## src/rtl/gb_length_unit.sv

```systemverilog
// gb_length_unit: per-channel APU length counters sharing one 256 Hz length clock.
// Revision: 1.0
`default_nettype none

module gb_length_unit #(
  parameter int                NUM_CH    = 4,
  parameter int                W_SHORT   = 6,
  parameter int                W_LONG    = 8,
  parameter logic [NUM_CH-1:0] LONG_MASK = 4'b0100
) (
  input  logic                         clk,
  input  logic                         reset,
  input  logic                         frame_tick,
  input  logic [NUM_CH-1:0]            load,
  input  logic [NUM_CH*W_LONG-1:0]     load_val,
  input  logic [NUM_CH-1:0]            len_en_wr,
  input  logic [NUM_CH-1:0]            len_en_val,
  input  logic [NUM_CH-1:0]            trigger,
  input  logic [NUM_CH-1:0]            dac_en,
  output logic [NUM_CH-1:0]            active,
  output logic [NUM_CH*(W_LONG+1)-1:0] remaining,
  output logic                         len_clk
);

  logic [2:0] r_step;
  logic       r_half;
  logic       r_len_clk;
  logic       w_len_tick;

  // Even pre-increment step means this frame tick clocks length.
  assign w_len_tick = frame_tick & ~r_step[0];

  always_ff @(posedge clk) begin
    if (reset) begin
      r_step    <= 3'd0;
      r_half    <= 1'b0;
      r_len_clk <= 1'b0;
    end else begin
      r_len_clk <= w_len_tick;
      if (frame_tick) begin
        r_step <= r_step + 3'd1;
        r_half <= w_len_tick;
      end
    end
  end

  assign len_clk = r_len_clk;

  for (genvar gi = 0; gi < NUM_CH; gi++) begin : g_ch
    localparam int              W_I      = LONG_MASK[gi] ? W_LONG : W_SHORT;
    localparam logic [W_LONG:0] c_one    = (W_LONG+1)'(1);
    localparam logic [W_LONG:0] c_max    = (W_LONG+1)'(1 << W_I);
    localparam logic [W_LONG:0] c_max_m1 = c_max - c_one;
    localparam logic [W_LONG-1:0] c_mask = c_max_m1[W_LONG-1:0];

    logic              r_en;
    logic              r_act;
    logic [W_LONG:0]   r_rem;
    logic [W_LONG-1:0] w_slice;
    logic [W_LONG:0]   w_v0;
    logic [W_LONG:0]   w_v1;
    logic [W_LONG:0]   w_v2;
    logic [W_LONG:0]   w_v3;
    logic              w_en_new;
    logic              w_extra;
    logic              w_tdec;
    logic              w_hit0;
    logic              w_act;

    // Running value: load, then extra clock, then length tick, then trigger reload.
    assign w_slice  = load_val[gi*W_LONG +: W_LONG] & c_mask;
    assign w_v0     = load[gi] ? (c_max - {1'b0, w_slice}) : r_rem;
    assign w_en_new = len_en_wr[gi] ? len_en_val[gi] : r_en;
    assign w_extra  = len_en_wr[gi] & len_en_val[gi] & ~r_en & r_half & (w_v0 != '0);
    assign w_v1     = w_extra ? (w_v0 - c_one) : w_v0;
    assign w_tdec   = w_len_tick & r_en & (w_v1 != '0);
    assign w_v2     = w_tdec ? (w_v1 - c_one) : w_v1;
    assign w_hit0   = (w_extra & (w_v1 == '0)) | (w_tdec & (w_v2 == '0));
    assign w_v3     = (trigger[gi] & (w_v2 == '0)) ?
                      ((w_en_new & r_half) ? c_max_m1 : c_max) : w_v2;
    assign w_act    = dac_en[gi] & (trigger[gi] | (r_act & ~w_hit0));

    always_ff @(posedge clk) begin
      if (reset) begin
        r_en  <= 1'b0;
        r_act <= 1'b0;
        r_rem <= '0;
      end else begin
        r_en  <= w_en_new;
        r_act <= w_act;
        r_rem <= w_v3;
      end
    end

    assign active[gi]                            = r_act;
    assign remaining[gi*(W_LONG+1) +: W_LONG+1] = r_rem;
  end

endmodule

`default_nettype wire

```

## config.mk

```make
export PLATFORM = sky130hd
export DESIGN_NAME = gb_length_unit
export DESIGN_NICKNAME = d
export VERILOG_FILES = /design/src/rtl/gb_length_unit.sv
export SDC_FILE = /design/constraint.sdc
export NUM_CORES = 1
export LEC_CHECK = 0
export CORE_UTILIZATION = 42
export CTS_CLUSTER_DIAMETER = 150
export DETAILED_ROUTE_END_ITERATION = 12
export PLACE_DENSITY = 0.72
export SYNTH_ARGS = -nofsm -noshare
export SYNTH_HDL_FRONTEND = slang
export SYNTH_SLANG_ARGS = --single-unit
```

## constraint.sdc

```tcl
create_clock -name clk -period 5.2 [get_ports clk]
set_clock_uncertainty 0.1 [all_clocks]
set_input_delay 0.78 -clock clk [delete_from_list [all_inputs] [get_ports clk]]
set_output_delay 0.78 -clock clk [all_outputs]
set_load 0.05 [all_outputs]
```

After elaboration in Yosys (flattened, before gate mapping)
Cells that the tools add are included.
{"block": "totals", "rom_bits": 0, "in_bits": 55, "latch_bits": 0, "mem_count": 0, "elab_cells": 134, "ff_bits": 49, "ram_bits": 0, "out_inout_bits": 41}
{"block": "classes", "multipliers": 0, "bitwise_logic": 66, "n_mux": 24, "n_lt_le_gt_ge": 0, "n_div": 0, "n_addsub": 13, "n_shift": 0, "reduce_logical": 16, "n_eq_ne": 0}
{"op": "two-way mux 9 bit", "n": 17}
{"op": "zero test 9 bit", "n": 8}
{"op": "nonzero test 9 bit", "n": 8}
{"op": "subtractor 9 x 1 -> 9 bit (second input constant)", "n": 8}
{"op": "bitwise AND 1 bit", "n": 49}
{"op": "subtractor 7 x 6 -> 8 bit (first input constant)", "n": 3}
{"op": "two-way mux 7 bit", "n": 3}
{"op": "inverter 1 bit", "n": 9}
{"op": "subtractor 9 x 8 -> 9 bit (first input constant)", "n": 1}
{"op": "bitwise OR 1 bit", "n": 8}
{"op": "two-way mux 1 bit", "n": 4}
{"op": "adder 3 x 1 -> 3 bit (second input constant)", "n": 1}

Longest topological paths before layout
Gate-level depths: netlist of the first run.
{"block": "depth", "depth_word": 15, "ltp_mapped": 20, "mapped_depth_nobuf": 18}

Worst setup path before layout of the first run
Ideal clock, no wire load.
{"block": "synth_timing", "path_kind": "input-to-reg", "start": "input load[2]", "end": "register g_ch[2].r_rem[2]", "arrival_ns": 5.038, "setup_ns": 0.074, "stages": 20, "slack_ns": -0.012, "path_buffers": 5, "t_required_ns": 5.026, "cell_sequence": "buf_2 > buf_1 > mux2i_1 > ha_1 > clkbuf_1 > and3_1 > nand4_1 > nand2_1 > mux2_2 > ha_1 > clkbuf_1 > and2_1 > o211a_1 > a311oi_1 > nand2_1 > o21ai_0 > o211ai_1 > or4_1 > clkbuf_1 > o21ai_0"}
{"block": "synth_between", "elab_chain_cells": 10, "word_cells_on_any_way": 12, "classes_between": "2 x add/sub; 4 x mux; 3 x bitwise; 3 x reduce/logical"}
{"element": "start, declared", "line": "14", "rtl": "input logic [NUM_CH-1:0] load,"}
{"element": "two-way mux 9 bit *", "line": "72", "rtl": "assign w_v0 = load[gi] ? (c_max - {1'b0, w_slice}) : r_rem;"}
{"element": "branches (longest 2 deep; another with subtractor 9 x 1 -> 9 bit)"}
{"element": "two-way mux 9 bit *", "line": "75", "rtl": "assign w_v1 = w_extra ? (w_v0 - c_one) : w_v0;"}
{"element": "branches (longest 2 deep; another with subtractor 9 x 1 -> 9 bit)"}
{"element": "two-way mux 9 bit *", "line": "77", "rtl": "assign w_v2 = w_tdec ? (w_v1 - c_one) : w_v1;"}
{"element": "zero test 9 bit", "line": "79", "rtl": "assign w_v3 = (trigger[gi] & (w_v2 == '0)) ?"}
{"element": "bitwise AND 1 bit", "line": "79"}
{"element": "two-way mux 9 bit *", "line": "79"}
{"element": "end signal, assigned", "line": "91", "rtl": "r_rem <= w_v3;"}
{"element": "end, declared", "line": "58", "rtl": "logic [W_LONG:0] r_rem;"}
Mark *: on every way between the ends.
A chain may end at the register's enable or synchronous reset.

Worst setup path after layout of the first run
{"block": "layout_timing", "start": "input load_val[24]", "end": "register g_ch[3].r_act"}
{"block": "layout_between", "elab_chain_cells": 15, "word_cells_on_any_way": 19, "classes_between": "3 x add/sub; 3 x mux; 9 x bitwise; 4 x reduce/logical"}
{"element": "start, declared", "line": "15", "rtl": "input logic [NUM_CH*W_LONG-1:0] load_val,"}
{"element": "subtractor 7 x 6 -> 8 bit *", "line": "72"}
{"element": "two-way mux 9 bit *", "line": "72"}
{"element": "branches (longest 8 deep; another with subtractor 9 x 1 -> 9 bit)"}
{"element": "bitwise OR 1 bit *", "line": "78", "rtl": "assign w_hit0 = (w_extra & (w_v1 == '0)) | (w_tdec & (w_v2 == '0));"}
{"element": "inverter 1 bit *", "line": "81", "rtl": "assign w_act = dac_en[gi] & (trigger[gi] | (r_act & ~w_hit0));"}
{"element": "bitwise AND 1 bit *", "line": "81"}
{"element": "bitwise OR 1 bit *", "line": "81"}
{"element": "bitwise AND 1 bit *", "line": "81"}
{"element": "end signal, assigned", "line": "90", "rtl": "r_act <= w_act;"}
{"element": "end, declared", "line": "57", "rtl": "logic r_act;"}
Marks and branches as above.

==> impl_metrics.py, run 1 <==
metrics = {
    "critical_path": {
        "max_stage_delay_ns": 0.55,
        "crit_buf_inv": 4,
        "path_delay_family": "simple AND/OR/NAND/NOR gates",
        "crit_chain": "clkdlybuf4s50_1 -> inv_1 -> ha_1 -> mux2i_1 -> ha_1 -> nand2b_1 -> or4_4 -> o31ai_4 -> mux2_2 -> ha_1 -> inv_1 -> a211o_1 -> o41ai_4 -> buf_4 -> nor2_1 -> o2bb2ai_1 -> or2_2 -> a31oi_1 -> nor3b_1",
        "crit_type": "in -> reg",
        "crit_slowest_cell": "or4_4",
        "cp-start-kind": "input port",
        "crit_path_end_kind": "flip-flop",
        "worstPathArrival_ns": 5.01,
        "crit_path_frequent_cell": "ha_1",
        "worstPathRequired_ns": 5.25,
        "worst-path-max-fanout": 4,
    },
    "timing": {
        "rsz0062_at_grt": "no",
        "slew_viol_final": 0,
        "fin_tns_setup_ns": 0,
        "setup_slack_ns": 0.246,
        "tightest_slew_ns": 0.856,
        "period_minus_slack_ns": 4.95,
        "period_share": 0.953,
        "fmax_ghz": 0.202,
        "setup_violations": 0,
        "relSlewSlack": 0.423,
        "finalHoldWorstSlack_ns": 0.394,
        "hold_violations": 0,
    },
    "clock_tree": {
        "clkLatencyLatePin_ns": 0.30,
        "postCtsHoldBufs": 0,
        "cts_tree": "built",
        "cts_resized": 0,
        "clock_path_buffers": 2,
        "cts_sinks": 47,
        "cts_made_buffers": 5,
        "htreeDepth": 2,
        "cts_setup_buffers": 0,
        "clockRootBuffer": "clkbuf_16",
        "path_clk_slew_ns": 0.07,
    },
    "synthesis": {
        "synth_ff_type": "dfxtp_1",
        "synth_edf_count": 0,
        "postSynthCellCount": 764,
        "ys_types": 92,
        "synth_top_area_share": 0.163,
        "synth-seq-cells": 47,
        "netlist.top_cell.by_area": "dfxtp_1",
        "syn_area_um2": 5760,
        "synth_most_common_cell": "nor2_1",
        "synth.avg_cell_area_um2": 7.54,
        "synth_common_cells": "nor2_1, nand2_1, o21ai_0, dfxtp_1, a21oi_1",
        "synth_fp_nets": 837,
        "synth_async_sr_flop_share": 0,
        "ys_seq_area_frac": 0.163,
        "synth_area_leaders": "dfxtp_1, xnor2_1, mux2i_1",
        "yosys_warnings": 0,
    },
    "power": {
        "internal-power_uw": 1050,
        "power.total_uw": 1710,
        "ir_drop_uv": 143,
        "comb_power_share": 0.506,
        "seq_power_share": 0.241,
        "powerDensity_nw_per_um2": 216,
        "p_sw_uw": 665,
        "pwr-share-clk": 0.253,
        "p_sw_frac": 0.388,
        "leakage_uw": 0.00311,
    },
    "global_routing": {
        "track_usage": 0.246,
        "grt_max_degree": 50,
        "grt_pass1_vias": 6117,
        "grt_pass1_wl_mm": 28.8,
        "grt-ovfl-total": 0,
        "antenna_found_initial": 0,
    },
    "floorplan": {
        "dieArea_um2": 14200,
        "start_util": 0.433,
        "io_pins": 96,
        "num_rows": 42,
        "die_x_um": 119,
        "dieHeight_um": 119,
        "core_um2": 13300,
    },
    "placement": {
        "portBuffers": 89,
        "gp_congestion": 0.949,
        "hpwl_mm": 14.2,
        "pre_cts_ws_ns": -0.218,
    },
    "detailed_routing": {
        "drt_iter0_markers": 421,
        "wl_mm": 17.9,
        "num_vias": 6599,
        "via_per_inst": 5.81,
        "wl_per_cell_um": 15.8,
        "firstDrtPassIters": 5,
        "drc": 0,
        "ant_nets": 0,
    },
    "finish": {
        "num_antenna_cells": 0,
        "nNetsFinal": 1031,
        "drive_above_1_share": 0.203,
        "synthToLayoutAreaGrowth_pct": 37.3,
    },
    "flow_run": {
        "maxCapViolCount": 0,
    },
    "run_status": {
        "status": "finished clean",
    },
    "worst_hold_path": {
        "min_path_type": "reg -> reg",
    },
}
-- worst register-to-register path, cell delays in order (launching register included) --
cell and delay [ns]:
dfxtp_1 0.33, mux2i_1 0.21, ha_1 0.25, nand2b_1 0.12
or4_4 0.55, o31ai_4 0.33, mux2_2 0.39, ha_1 0.21
inv_1 0.08, a211o_1 0.16, o41ai_4 0.09, buf_4 0.17
nor2_1 0.15, o2bb2ai_1 0.13, or2_2 0.31, a31oi_1 0.19
nor3b_1 0.07
-- cell usage in the layout (no fill, tap or decap), drive strengths merged, types with 12 or more instances in the layout --
master / instances
o31ai: 13
nor2b: 31
nor2: 62
nand3: 20
xnor2: 35
nand2b: 14
and2: 14
clkdlybuf4s50: 88
dfxtp: 47
inv: 28
a21oi: 42
ha: 18
nor4: 15
nand2: 61
or3: 12
o21ai: 51
nor3: 24
mux2i: 25
mux2: 16
buf: 126
-- layer usage --
| layer | up-vias | track usage | routed length [um] |
|---|---|---|---|
| met2 | 193 | 0.414 | 8310 |
| met4 | 0 | 0.0728 | 371 |
| met3 | 30 | 0.0359 | 877 |
| met1 | 3078 | 0.323 | 8330 |
| met5 | - | 0 | 0 |
| li1 | 3298 | - | - |
-- cells by family (layout without fill, tap and decap cells) --
family	Yosys count	in the layout	share of synthesized area
adder cells (fa/ha/maj)	18	18	0.0391
buffers and inverters	56	251	0.0397
multiplexers	41	41	0.0747
AND/OR/NAND/NOR	325	325	0.317
AO/OA/AOI/OAI	231	231	0.296
XOR/XNOR	46	46	0.0699
flip-flops	47	47	0.163
-- path summary, 6_finish.rpt --
kind / from / end / slack [ns] / cells after the start
worst min-delay path: r_step[0] / r_half / 0.39 / 1
worst min register to register: r_step[0] / r_half / 0.39 / 1
worst max register to register: g_ch[3].r_rem[0] / g_ch[3].r_act / 1.21 / 16
worst max-delay path: load_val[24] / g_ch[3].r_act / 0.25 / 19
-- through the flow --
step           cells  area, um2  utilization
6_report        1135       7910        0.595
5_1_grt         1135       7910        0.595
4_1_cts         1135       7880        0.592
3_5_place_dp    1127       7690        0.578
3_3_place_gp    1127       7690        0.578
2_1_floorplan    764       5760            -
-- state kept, by name, summed over array words and instances, names as in the netlist --
signal,flops
g_ch.r_rem,36
g_ch.r_act,4
g_ch.r_en,4
len_clk,1
r_half,1
r_step,1
-- power by group through the flow --
stage,sequential [uW],clock [uW],combinational [uW]
detailed placement,420,0,847
finish,413,434,866
floorplan,488,0,452
global route,416,456,936
CTS,412,442,853
global placement,420,0,837
-- layout make-up --
cell class | instances | area (um2)
fillers | 1234 | 5380
multi-input cells | 661 | 4630
repair buffers | 214 | 1820
flip-flops and latches | 47 | 941
well taps | 176 | 220
clock buffers | 6 | 129
inverters | 29 | 109
clock inverters | 2 | 60.1
Note: power is estimated with default switching activity, not from simulation.
==> run 2, diff against run 1 <==
--- a/config.mk
+++ b/config.mk
@@ -5,10 +5,12 @@
 export SDC_FILE = /design/constraint.sdc
 export NUM_CORES = 1
 export LEC_CHECK = 0
-export CORE_UTILIZATION = 42
+export CELL_PAD_IN_SITES_DETAIL_PLACEMENT = 0
+export CELL_PAD_IN_SITES_GLOBAL_PLACEMENT = 1
+export CORE_UTILIZATION = 36
 export CTS_CLUSTER_DIAMETER = 150
 export DETAILED_ROUTE_END_ITERATION = 12
-export PLACE_DENSITY = 0.72
+export PLACE_DENSITY = 0.82
 export SYNTH_ARGS = -nofsm -noshare
 export SYNTH_HDL_FRONTEND = slang
 export SYNTH_SLANG_ARGS = --single-unit
==> run 2 against run 1 <==
First-iteration DRC count shrank 2.9%; die area is 16% higher; critical endpoint is now g_ch[2].r_rem[2]; largest power group unchanged; hold slack lost 0.0075 ns; final cell count increased by 4.1%; power is 0.80% higher.
==> impl_metrics.py, run 2 (synthesis gave the netlist of run 1 again) <==
metrics = {
    "power": {
        "power.total_uw": 1730,
        "powerDensity_nw_per_um2": 214,
        "seq_power_share": 0.239,
        "pwr-share-clk": 0.252,
        "internal-power_uw": 1060,
        "p_sw_uw": 668,
        "p_sw_frac": 0.387,
        "comb_power_share": 0.509,
        "leakage_uw": 0.00317,
        "ir_drop_uv": 133,
    },
    "finish": {
        "seq_area_um2": 941,
        "reg_top3": "g_ch.r_rem x36, g_ch.r_act x4, g_ch.r_en x4",
        "fill_cells": 1520,
        "postLayoutCoreUtil": 0.522,
        "drive_above_1_share": 0.214,
        "num_antenna_cells": 0,
        "regMostFlops": "g_ch.r_rem",
        "mostFrequentLayoutCell": "buf_4",
        "instances_no_fill": 1182,
        "multi_input_area_um2": 4640,
        "largest_reg_flops": 36,
        "nNetsFinal": 1043,
        "mostFrequentLayoutCells": "buf_4, clkdlybuf4s50_1, nor2_1, nand2_1, o21ai_0",
        "synthToLayoutAreaGrowth_pct": 39.8,
    },
    "detailed_routing": {
        "via_per_inst": 5.55,
        "wl_per_cell_um": 15.4,
        "num_vias": 6564,
        "drc": 0,
        "firstDrtPassIters": 5,
        "wl_mm": 18.2,
        "ant_nets": 0,
        "drt_iter0_markers": 409,
    },
    "floorplan": {
        "num_rows": 45,
        "io_pins": 96,
        "dieHeight_um": 129,
        "dieArea_um2": 16500,
        "die_x_um": 129,
        "core_um2": 15400,
        "start_util": 0.373,
    },
    "global_routing": {
        "antenna_found_initial": 0,
        "grt_pass1_vias": 6339,
        "track_usage": 0.222,
        "grt-ovfl-total": 0,
        "grt_max_degree": 50,
        "grt_pass1_wl_mm": 29.9,
    },
    "run_status": {
        "status": "finished clean",
    },
    "timing": {
        "setup_violations": 0,
        "setup_slack_ns": 0.253,
        "period_minus_slack_ns": 4.95,
        "fmax_ghz": 0.202,
        "hold_violations": 0,
        "relSlewSlack": 0.479,
        "tightest_slew_ns": 0.776,
        "period_share": 0.951,
        "slew_viol_final": 0,
        "fin_tns_setup_ns": 0,
        "rsz0062_at_grt": "yes",
    },
    "flow_run": {
        "maxCapViolCount": 0,
    },
    "placement": {
        "hpwl_mm": 14.7,
        "dp.cells": 1173,
        "pre_cts_ws_ns": -0.146,
        "gp_congestion": 0.935,
        "portBuffers": 89,
    },
    "clock_tree": {
        "htreeDepth": 2,
        "cts_sinks": 47,
        "cts_tree": "built",
        "clkLatencyLatePin_ns": 0.30,
        "postCtsHoldBufs": 0,
        "clock_path_buffers": 2,
        "clockRootBuffer": "clkbuf_16",
        "path_clk_slew_ns": 0.07,
        "cts_made_buffers": 5,
    },
    "critical_path": {
        "worstPathRequired_ns": 5.32,
        "r2r_setup_slack_ns": 1.27,
        "crit_type": "in -> reg",
        "crit_start": "load_val[16]",
        "reg2reg_from": "g_ch[0].r_rem[1]",
        "cp-start-kind": "input port",
        "worstPathArrival_ns": 5.07,
        "worst-path-max-fanout": 8,
        "crit_path_end_kind": "flip-flop",
    },
    "worst_hold_path": {
        "hold_start": "r_step[0]",
        "min_path_type": "reg -> reg",
    },
}
[run 2: changes by cell type in the layout (fill, tap and decap cells not counted), moves of 2 or more]
cell,before,now
a311oi_1,1,3
a311oi_2,3,1
nor4_2,2,0
buf_4,125,137
a2111oi_2,2,4
a2111oi_0,2,0
[run 2: critical path: stages]
cell and delay [ns]:
clkdlybuf4s50_1 0.48, inv_1 0.04, ha_1 0.20, nor3b_4 0.17, a21bo_2 0.20, a311oi_1 0.40
nand4_1 0.23, nand2_1 0.15, mux2_2 0.35, ha_1 0.21, buf_4 0.14, a21oi_1 0.16
nand2_1 0.07, a21o_1 0.17, a311o_1 0.33, o21ai_0 0.09, o211ai_1 0.15, or4_4 0.62
o21ai_0 0.11
[run 2: worst paths after layout]
| path | cells past startpoint | to |
|---|---|---|
| setup / recovery | 19 | g_ch[2].r_rem[2] |
| setup reg to reg | 15 | g_ch[0].r_act |
| hold reg to reg | 1 | r_half |
| hold / removal | 1 | r_half |
[run 2: layout make-up]
class                   count  area share
repair buffers            226       0.238
clock buffers               6      0.0160
inverters                  29      0.0135
well taps                 211      0.0328
multi-input cells         661       0.576
clock inverters             2     0.00745
flip-flops and latches     47       0.117
[run 2: power groups by stage]
stage          sequential [uW]  clock [uW]  combinational (uW)
6_report                   413         434                 880
4_1_cts                    413         440                 863
2_1_floorplan              488           0                 452
5_1_grt                    417         454                 956
3_3_place_gp               421           0                 857
3_5_place_dp               421           0                 859
[run 2: metrics by stage]
| stage | hold slack [ns] | area, um2 |
|---|---|---|
| 2_1_floorplan | 0.359 | 5760 |
| 3_3_place_gp | 0.375 | 7810 |
| 3_5_place_dp | 0.378 | 7810 |
| 4_1_cts | 0.388 | 8000 |
| 5_1_grt | 0.418 | 8060 |
| 6_report | 0.387 | 8060 |
[run 2: repair_timing]
item	CTS	global route
setup buffers	0	1
resized for setup	0	13
endpoints found under the setup margin	0	28
[run 2: routing by layer]
layer	part of all wire	global-route usage
met5	0	0
met4	0.018	0.0644
met3	0.038	0.0200
met2	0.46	0.384
met1	0.48	0.293
